===== src/rtl/regfile_write_sched.sv =====
// regfile_write_sched: arbitrates the register file's single write port between ALU and load
// writeback, sequences link (R14) strobes and tracks pending writes for hazard stalls.
module regfile_write_sched #(
   parameter int DEPTH = 4
) (
   input  logic        i_clock,
   input  logic        i_R,
   input  logic        i_alu_valid,
   input  logic [3:0]  i_alu_rd,
   input  logic [31:0] i_alu_data,
   output logic        o_alu_ready,
   input  logic        i_mem_valid,
   input  logic [3:0]  i_mem_rd,
   input  logic [31:0] i_mem_data,
   input  logic        i_bl_valid,
   output logic        o_Ld,
   output logic [3:0]  o_decode_input,
   output logic [31:0] o_Ds,
   output logic        o_BL,
   output logic [15:0] o_pending,
   output logic        o_err
);
   localparam int AW = $clog2(DEPTH);

   logic [3:0]       r_rd   [DEPTH];
   logic [31:0]      r_data [DEPTH];
   logic [DEPTH-1:0] r_vld;
   logic [AW-1:0]    r_wp, r_rp;
   logic [AW:0]      r_cnt;
   logic             r_ld, r_bl, r_err;
   logic [3:0]       r_di;
   logic [31:0]      r_ds;
   logic             w_push, w_keep, w_mem_ok, w_pop, w_issue, w_err;
   logic [15:0]      w_pend;

   assign o_alu_ready = r_cnt < (AW+1)'(DEPTH);
   assign w_push      = i_alu_valid && o_alu_ready;
   // an accepted ALU write is discarded when a same-edge mem or link write is younger, or it targets R15
   assign w_keep   = w_push && i_alu_rd != 4'd15 && !(i_mem_valid && i_alu_rd == i_mem_rd)
                     && !(i_bl_valid && i_alu_rd == 4'd14);
   assign w_mem_ok = i_mem_valid && i_mem_rd != 4'd15 && !(i_bl_valid && i_mem_rd == 4'd14);
   assign w_pop    = !w_mem_ok && r_cnt != '0;
   assign w_issue  = w_pop && r_vld[r_rp] && !(i_bl_valid && r_rd[r_rp] == 4'd14);
   assign w_err    = (w_push && i_alu_rd == 4'd15) || (i_mem_valid && i_mem_rd == 4'd15);

   always_ff @(posedge i_clock or posedge i_R) begin
      if (i_R) begin
         for (int i = 0; i < DEPTH; i++) begin
            r_rd[i]   <= '0;
            r_data[i] <= '0;
         end
         r_vld <= '0;
         r_wp  <= '0;
         r_rp  <= '0;
         r_cnt <= '0;
         r_ld  <= 1'b0;
         r_di  <= '0;
         r_ds  <= '0;
         r_bl  <= 1'b0;
         r_err <= 1'b0;
      end else begin
         for (int i = 0; i < DEPTH; i++)
            r_vld[i] <= r_vld[i] && !(i_mem_valid && r_rd[i] == i_mem_rd)
                        && !(i_bl_valid && r_rd[i] == 4'd14);
         if (w_pop) begin
            r_vld[r_rp] <= 1'b0;
            r_rp        <= r_rp + 1'b1;
         end
         if (w_keep) begin
            r_rd[r_wp]   <= i_alu_rd;
            r_data[r_wp] <= i_alu_data;
            r_vld[r_wp]  <= 1'b1;
            r_wp         <= r_wp + 1'b1;
         end
         r_cnt <= r_cnt + (AW+1)'(w_keep) - (AW+1)'(w_pop);
         r_ld  <= w_mem_ok || w_issue;
         if (w_mem_ok) begin
            r_di <= i_mem_rd;
            r_ds <= i_mem_data;
         end else if (w_issue) begin
            r_di <= r_rd[r_rp];
            r_ds <= r_data[r_rp];
         end
         r_bl  <= i_bl_valid;
         r_err <= w_err;
      end
   end

   always_comb begin
      w_pend = '0;
      for (int i = 0; i < DEPTH; i++)
         if (r_vld[i]) w_pend[r_rd[i]] = 1'b1;
      if (r_ld) w_pend[r_di] = 1'b1;
      if (r_bl) w_pend[14] = 1'b1;
   end

   assign o_pending      = w_pend;
   assign o_Ld           = r_ld;
   assign o_decode_input = r_di;
   assign o_Ds           = r_ds;
   assign o_BL           = r_bl;
   assign o_err          = r_err;
endmodule


===== config.mk =====
export PLATFORM = sky130hd
export DESIGN_NAME = regfile_write_sched
export DESIGN_NICKNAME = d
export VERILOG_FILES = /design/src/rtl/regfile_write_sched.sv
export SDC_FILE = /design/constraint.sdc
export NUM_CORES = 1
export LEC_CHECK = 0
export BUFFER_PORTS_ARGS = -buffer_cell sky130_fd_sc_hd__buf_2
export CAP_MARGIN = 30
export CELL_PAD_IN_SITES_DETAIL_PLACEMENT = 0
export CELL_PAD_IN_SITES_GLOBAL_PLACEMENT = 1
export CORE_MARGIN = 4
export CORE_UTILIZATION = 32
export CTS_BUF_LIST = sky130_fd_sc_hd__clkbuf_16
export CTS_CLUSTER_DIAMETER = 40
export CTS_CLUSTER_SIZE = 8
export DETAILED_ROUTE_END_ITERATION = 6
export HOLD_SLACK_MARGIN = 0.08
export PLACE_DENSITY = 0.65
export SYNTH_ARGS = -nofsm -noshare
export SYNTH_HDL_FRONTEND = slang
export SYNTH_SLANG_ARGS = --single-unit

===== constraint.sdc =====
create_clock -name i_clock -period 9.6 [get_ports i_clock]
set_clock_uncertainty 0.1 [all_clocks]
set_input_delay 0.96 -clock i_clock [delete_from_list [all_inputs] [get_ports i_clock]]
set_output_delay 0.96 -clock i_clock [all_outputs]
set_load 0.02 [all_outputs]

# Word-level counts from Yosys, hierarchy flattened
# Cells that the tools add are included.
classes:
  shifts: 0
  reduce_logical: 56
  mul: 0
  n_addsub: 4
  order_cmp: 18
  mux: 40
  eq_ne: 16
  div_mod_pow: 0
  n_bitwise: 9
op_table:
  columns: ["op", "n"]
  rows:
  - ["$mux W32", 5]
  - ["$bwmux W128", 1]
  - ["$mux W16", 5]
  - ["$bmux W32 S2", 1]
  - ["$demux W32 S2", 1]
  - ["$or A16 B16 Y16", 4]
  - ["$logic_and A1 B1 Y1", 39]
  - ["$eq A4 B4 Y1 const B", 9]
  - ["$mux W4", 7]
  - ["$lt A4 B5 Y1 const B", 5]
  - ["$demux W1 S4", 5]
  - ["$eq A4 B4 Y1", 5]
  - ["$ge A4 B1 Y1 const B", 5]
  - ["$bwmux W16", 1]
  - ["$logic_not A1 Y1", 13]
  - ["$mux W1", 9]
  - ["$bmux W4 S2", 1]
  - ["$demux W4 S2", 1]
  - ["$ne A4 B4 Y1 const B", 2]
  - ["$ge A3 B3 Y1 const B", 2]
  - ["$lt A2 B3 Y1 const B", 2]
  - ["$not A2 Y3", 2]
  - ["$add A2 B1 Y2 const B", 2]
  - ["$and A4 B4 Y4", 1]
  - ["other kinds (12)", 15]
word_totals:
  ramBits: 0
  n_memories: 0
  elab_cells: 160
  register_bits: 194
  output_inout_bits: 56
  rom_bits: 0
  input_bits: 77
  latch_bits: 0

# Logic depth before layout (Yosys ltp)
# Gate-level depths: netlist (run 1).
depth:
  depth_word: 14
  depth_mapped: 11
  mapped_depth_nobuf: 10

# Worst setup path before layout (run 1)
# Ideal clock, no wire load.
synth_path:
  path_type: "input -> register"
  from: "input port i_mem_rd[0]"
  to: "register r_cnt[2]"
  n_path_buf: 1
  cell_stages: 11
  setup_ns: 0.128
  required_ns: 9.372
  slack_ns: 6.439
  t_arrival_ns: 2.933
  path_cell_list: "buf_2 -> xor2_1 -> nor3_2 -> a31oi_4 -> inv_1 -> ha_1 -> inv_1 -> ha_1 -> fa_1 -> xnor2_1 -> xnor2_1"
synth_via:
  elab_chain_len: 7
  word_cells_on_any_way: 15
  classes_between: "add/sub (2); eq/ne (3); reduce/logical (10)"
synth_rtl:
  columns: ["item", "line", "source"]
  rows:
  - ["from (decl)", "13", "input logic [3:0] i_mem_rd,"]
  - ["$eq A4 B4 Y1, on equally long branches", "39, 41", null]
  - ["$logic_and A1 B1 Y1, on equally long branches", "39, 41", null]
  - ["$logic_not A1 Y1, on equally long branches", "39, 41", null]
  - ["$logic_and A1 B1 Y1, on equally long branches", "39, 41", null]
  - ["$logic_and A1 B1 Y1 / $logic_not A1 Y1 (equally long branches)", "40, 42", null]
  - ["$add A3 B1 Y3 / $logic_and A1 B1 Y1 (equally long branches)", "75, 42", null]
  - ["$sub A3 B1 Y3 *", "75", "r_cnt <= r_cnt + (AW+1)'(w_keep) - (AW+1)'(w_pop);"]
  - ["to (signal assigned)", "75", null]
  - ["to (decl)", "29", "logic [AW:0] r_cnt;"]
# Mark *: on every way between the ends. The rest lies on a longest branch, timed or not.
# A chain may end at the register's enable or synchronous reset.

# Final worst setup path (run 1)
layout_path:
  from: "register r_rd[1] (netlist bit)"
  to: "output port o_pending[0]"
layout_via:
  elab_chain_len: 8
  word_cells_on_any_way: 9
  classes_between: "order compare (2); mux (4); bitwise (2); reduce/logical (1)"
layout_rtl:
  columns: ["item", "line", "source"]
  rows:
  - ["from (decl)", "25", "logic [3:0] r_rd [DEPTH];"]
  - ["from (signal, indexed assignment)", "70", "r_rd[r_wp] <= i_alu_rd;"]
  - ["$lt A4 B5 Y1 (implied by the code) / $ge A4 B1 Y1 (equally long branches)", "92", "if (r_vld[i]) w_pend[r_rd[i]] = 1'b1;"]
  - ["$logic_and A1 B1 Y1 (implied by the code)", "92", null]
  - ["$mux W1 (implied by the code)", "92", null]
  - ["$demux W1 S4 *", "92", null]
  - ["$or A16 B16 Y16 (no line) *", null, null]
  - ["$mux W16 *", "92", null]
  - ["$or A16 B16 Y16 (no line)", null, null]
  - ["$mux W16 *", "93", "if (r_ld) w_pend[r_di] = 1'b1;"]
  - ["to (decl)", "20", "output logic [15:0] o_pending,"]
# Marked as above.

==> results.toml, run 1 <==
[setup_path]
crit_path_cell_trace = "nor3b_1 > a22o_1 > a221oi_1 > o31ai_1 > buf_2"
worstPathArrival_ns = 2.19
path_max_fanout = 12
crit_path_max_incr_delay_ns = 0.55
worstPathRequired_ns = 8.54
critPathSlowestCell = "dfrtp_1"
endpoint_kind = "output pin"
start_kind = "flop"
critical_path_buf_inv_count = 1
crit_type = "flop to output pin"
crit_family = "flip-flops"

[clock_tree]
cts_tree = "done"
cts_sinks = 194
clockBufferDepth = 2
root_buffer = "clkbuf_16"
cts-buffers-inserted = 17
holdBufCountCts = 0
cts_setup_buffers = 0
clkTransAtPathRegs_ns = 0.08
cts_htree_levels = 4
clk_latency_ns = 0.43
cts_resized = 0

[route]
drc_errors = 0
first_iter_violations = 406
vias = 7135
wl_per_cell_um = 21.0
first_pass_iters = 5
avgViaCountPerCell = 5.38
routed_wl_mm = 27.9
antenna_left = 0

[yosys]
muxShareOfSynthArea_pct = 25.3
yosys.area.top_type = "dfrtp_1"
synth_edf_count = 0
synth_top_family_by_area = "multiplexers"
synthXorXnorAreaFrac_pct = 2.10
synthSimpleGateAreaFrac_pct = 8.80
yosysSeqAreaShare_pct = 48.6
ys.flop_type = "dfrtp_1"
syn_area_um2 = 10000
synth_top_area_share_pct = 48.6
synth_compound_area_share_pct = 9.40
ys_types = 56
yosysWarnings = 0
netlist_instances = 822
synth_area_leaders = "dfrtp_1 (49%), mux2_2 (14%), mux4_2 (8.1%), mux2_4 (3.0%), a31oi_1 (2.3%)"
syn_area_per_cell_um2 = 12.2
synth_nets = 910
yosys_register_bits = 194
synth_fa_ha_area_share_pct = 1.45
async_flop_share_pct = 100

[final_layout]
layout.cells.non_filler = 1325
areaGrowthSynthToFinish_pct = 15.3
drive_gt1_share_pct = 39.1
multiInputGateArea_um2 = 4720
seq_area_um2 = 4860
fillerInstances = 2983
nets = 1002

[grt]
antenna_found_initial = 5
grt_start_max_net_pins = 117
overflow = 0
track_usage_pct = 16.4
grt_pass1_vias = 7182
grt_first_pass_wirelength_mm = 43.5

[timing]
hold_violations = 0
period_share_pct = 33.8
final_max_slew_viol_count = 0
setup_tns_ns = 0
fmax_ghz = 0.308
rsz0062_at_grt = "false"
setup_viol = 0
relSlewSlack_pct = 40.0
tightestPinTransition_ns = 0.899
layout_min_cycle_time_ns = 3.25

[die]
die_x_um = 185
num_rows = 64
start_util_pct = 32.6
dieArea_um2 = 34100
top_level_ports = 133
die_y_um = 185
core-area_um2 = 30700

[placed_design]
portBuffers = 132
placed_cells = 1291
gp_congestion = 0.863
dp_hpwl_mm = 17.9

[power]
vdd_ir_drop_max_uv = 142
p_leak_uw = 0.00502
pwr_density_cell_nw_per_um2 = 353

[hold_path]
hp-class = "flop to flop"

[job]
cap_violations = 0

[status]
outcome = "finished, final reports clean"
-- placed cells by master, fill, tap and decap left out, drive strengths merged, types with 3 or more instances in the layout --
| cell | count |
|---|---|
| nand3 | 22 |
| a21oi | 37 |
| buf | 141 |
| nor3 | 13 |
| dfrtp | 194 |
| nor2b | 9 |
| nand3b | 6 |
| nand4 | 8 |
| mux2 | 145 |
| o32ai | 3 |
| mux4 | 36 |
| o221ai | 8 |
| clkinv | 6 |
| o21ai | 43 |
| xnor2 | 9 |
| clkbuf | 17 |
| o22ai | 10 |
| nor2 | 55 |
| ha | 10 |
| xor2 | 15 |
| inv | 22 |
| a31oi | 38 |
| nor3b | 5 |
| nand2 | 30 |
| and3 | 3 |
| nand2b | 10 |
-- metrics by stage --
stage	hold slack (ns)	setup WS [ns]	utilization, %	total power, µW	area (µm²)
3_3_place_gp	0.370	6.03	35.4	3310	10900
6_report	0.390	6.35	37.6	4070	11500
2_1_floorplan	0.359	3.26	-	2820	10000
3_5_place_dp	0.377	6.00	35.5	3340	10900
4_1_cts	0.395	6.32	37.6	4100	11500
5_1_grt	0.401	6.23	37.6	4330	11500
-- cell type report --
cell class / count / area share, %
Timing Repair Buffer: 141 / 6.60
Clock buffer: 17 / 3.69
Antenna cell: 2 / 0.0434
Inverter: 17 / 0.619
Tap cell: 396 / 4.30
Clock inverter: 15 / 1.71
Sequential cell: 194 / 42.1
Multi-Input combinational cell: 543 / 40.9
-- final timing paths --
check | start | endpoint | slack, ns | cells past startpoint
max | r_rd[1]$_DFFE_PP0P_ | o_pending[0] | 6.35 | 5
min | r_data[0]$_DFFE_PP0P_ | r_data[0]$_DFFE_PP0P_ | 0.39 | 1
max reg2reg | r_rp[0]$_DFFE_PP0P_ | o_Ds[25]$_DFFE_PP0P_ | 6.48 | 5
min reg2reg | r_data[0]$_DFFE_PP0P_ | r_data[0]$_DFFE_PP0P_ | 0.39 | 1
max in group asynchronous | i_R | o_Ds[13]$_DFFE_PP0P_ | 7.71 | 4
min in group asynchronous | i_R | r_data[24]$_DFFE_PP0P_ | 0.57 | 2
-- sequential cells by signal, summed over array words and instances, names as in the netlist --
register	flops
o_BL	1
o_Ds	32
o_Ld	1
o_decode_input	4
o_err	1
r_cnt	3
r_data	128
r_rd	16
r_rp	2
r_vld	4
r_wp	2
-- Yosys cell counts, types with 10 or more instances --
master and count:
ha_1 10, mux2_2 121, nand3_1 22, a31oi_1 37, a21oi_1 37, o22ai_1 10, nor3_1 12, clkbuf_1 33
mux2_4 20, buf_6 12, xor2_1 15, nand2_1 26, inv_1 17, nand2b_1 10, mux4_2 36, o21ai_0 38
buf_2 18, nor2_1 55, dfrtp_1 194
-- where the power goes --
part | switching [µW] | internal, µW
Sequential | 387 | 1220
Clock | 348 | 398
Combinational | 859 | 855
Total | 1590 | 2470
-- per-layer routing --
layer	wire length, µm	track usage, %
met5	47	0
met4	336	3.23
met3	1580	3.49
met2	12700	25.7
met1	13200	23.8
-- kinds of logic after synthesis --
logic type                 count (synthesis)
AOI/OAI and AO/OA                        154
xor gates and xnor gates                  24
adders and majority gates                 11
buffers and inverters                     85
DFF                                      194
muxes                                    182
and+or+nand+nor                          172
Power figures use the tool's default switching activity.
==> inputs of run 2 (changes only) <==
==> constraint.sdc (replaced) <==
create_clock -name i_clock -period 3.17 [get_ports i_clock]
set_clock_uncertainty 0.1 [all_clocks]
set_input_delay 0.317 -clock i_clock [delete_from_list [all_inputs] [get_ports i_clock]]
set_output_delay 0.317 -clock i_clock [all_outputs]
set_load 0.02 [all_outputs]
==> run 2 against run 1 <==
Utilization is 2.4 points higher. Hold slack worse by 0.29 ns. Register-to-register slack worse by 5.9 ns. Critical path type is now input port to flop. Sequential cell count stayed put. Critical path depth is 7 higher. Global-route usage is 0.40 points higher. Wire length is 2.1% higher. Worst setup slack worse by 5.9 ns. First-iteration DRC count is 15% higher. Clock power grew to 2.8 times the previous value.
==> results.toml, run 2 (synthesis results as in run 1) <==
[status]
outcome = "finished, final reports clean"

[final_layout]
regMostFlops = "r_data"
final_common_cell = "dfrtp_1"
layout_common_cells = "dfrtp_1 (192), buf_2 (132), mux2_2 (121)"
final_core_util_pct = 40.0
largest_reg_flops = 128
nets = 1084
drive_gt1_share_pct = 37.4
areaGrowthSynthToFinish_pct = 22.6

[route]
drc_errors = 0
first_pass_iters = 5
wl_per_cell_um = 20.2
vias = 7398
routed_wl_mm = 28.5
first_iter_violations = 465
avgViaCountPerCell = 5.26
antenna_left = 0

[grt]
track_usage_pct = 16.8
antenna_found_initial = 1
overflow = 0
grt_start_max_net_pins = 56
grt_first_pass_wirelength_mm = 44.5
grt_pass1_vias = 7535

[power]
p_leak_uw = 0.00535
p_int_uw = 7530
netSwitchingPower_uw = 4810
pwr_density_cell_nw_per_um2 = 1010
vdd_ir_drop_max_uv = 373
power_uw = 12300
pwr-share-seq_pct = 37.2
clockPowerShare_pct = 17.2
swShare_pct = 39.0
combinationalPowerShare_pct = 45.6

[clock_tree]
clk_latency_ns = 0.44
clkTransAtPathRegs_ns = 0.08
clockBufferDepth = 2
cts_setup_buffers = 0
cts_sinks = 194
cts_htree_levels = 4
cts_resized = 0
cts_tree = "done"
cts-buffers-inserted = 17
root_buffer = "clkbuf_16"

[die]
num_rows = 64
top_level_ports = 133
die_y_um = 185
core-area_um2 = 30700
die_x_um = 185
dieArea_um2 = 34100
start_util_pct = 32.6

[timing]
final_max_slew_viol_count = 0
hold_ws_ns = 0.102
relSlewSlack_pct = 40.3
period_share_pct = 84.9
hold_violations = 0
setup_viol = 0
setup_tns_ns = 0
layout_min_cycle_time_ns = 2.69
fmax_ghz = 0.372
rsz0062_at_grt = "false"
timing.final.ws_setup_ns = 0.479
tightestPinTransition_ns = 0.893

[setup_path]
rr_endpoint = "r_cnt[2]$_DFF_PP0_"
r2r-start = "r_cnt[2]$_DFF_PP0_"
startpoint = "i_bl_valid"
r2r_cells = 8
crit_path_max_incr_delay_ns = 0.53
endpoint_kind = "flop"
crit_type = "input port to flop"
path_max_fanout = 9
critical_path_buf_inv_count = 4
crit_path_cell_trace = "dlygate4sd3_1 > buf_2 > nor2_1 > o21ai_1 > a31oi_4 > inv_1 > ha_1 > inv_1 > ha_1 > fa_1 > xnor2_1 > xnor2_1"
start_kind = "input port"
crit_family = "buffers and inverters"
worstPathArrival_ns = 2.95
critPathSlowestCell = "dlygate4sd3_1"
crit_path_end = "r_cnt[2]$_DFF_PP0_"
cp.depth = 12
rrSetupSlack_ns = 0.62
worstPathRequired_ns = 3.43

[hold_path]
hp-class = "input port to flop"
min_from = "i_alu_rd[0]"

[placed_design]
pre_cts_ws_ns = 0.485
gp_congestion = 0.856
portBuffers = 132
dp_hpwl_mm = 18.6

[job]
cap_violations = 0
## run 2: cell types whose count changed in the layout (fill, tap and decap cells not counted), moves of 2 or more
cell / previous run / this run
clkinv_1: 0 / 2
buf_12: 1 / 3
dlygate4sd3_1: 0 / 66
inv_8: 4 / 1
clkinv_4: 2 / 4
buf_4: 7 / 22
clkinv_8: 3 / 1
inv_6: 2 / 4
## run 2: final cells by class
type | count | area (µm²)
multi-input combinational | 543 | 4720
inverter | 17 | 67.6
clock buffer | 17 | 425
fill | 2968 | 18400
sequential | 194 | 4860
tap | 396 | 495
clock inverter | 15 | 148
antenna | 1 | 2.50
timing repair buffer | 223 | 1550
## run 2: metrics by stage
stage	cells	cell area, µm²
after floorplan	822	10000
after detailed placement	1307	11000
after global routing	1406	12300
after CTS	1405	12300
final	1406	12300
after global placement	1307	11000
## run 2: worst min-delay path by stage
stage | end | slack, ns | cells past startpoint
floorplan | o_BL$_DFF_PP0_ | 0.25 | 0
global placement | r_data[1]$_DFFE_PP0P_ | 0.38 | 1
detailed placement | r_data[94]$_DFFE_PP0P_ | 0.38 | 1
CTS | o_err$_DFF_PP0_ | 0.08 | 3
global route | r_rd[3]$_DFFE_PP0P_ | 0.11 | 2
finish | o_err$_DFF_PP0_ | 0.10 | 3
## run 2: what timing repair did
action                                 in CTS  in global routing
setup endpoints to repair                   0                  0
endpoints found under the hold margin     192                  0
hold buffers                               66                  0
## run 2: power by group through the flow
stage | Combinational [µW] | Clock [µW] | Sequential [µW]
after floorplan | 4060 | 0 | 4490
after global placement | 5570 | 0 | 4570
after detailed placement | 5600 | 0 | 4600
after CTS | 5680 | 2180 | 4560
after global routing | 6130 | 2290 | 4740
final | 5620 | 2120 | 4590
## run 2: tightest hold or removal path, delay by kind of cell
family	cells	cell delay, ns
simple gates	1	0.07
compound gates	1	0.07
buf+inv	1	0.15
## run 2: layer usage
metal / GRT usage (%) / share of wire (%)
met5: 0 / 0
met4: 3.58 / 1.1
met2: 26.9 / 47
met1: 24.1 / 47
met3: 3.00 / 3.9
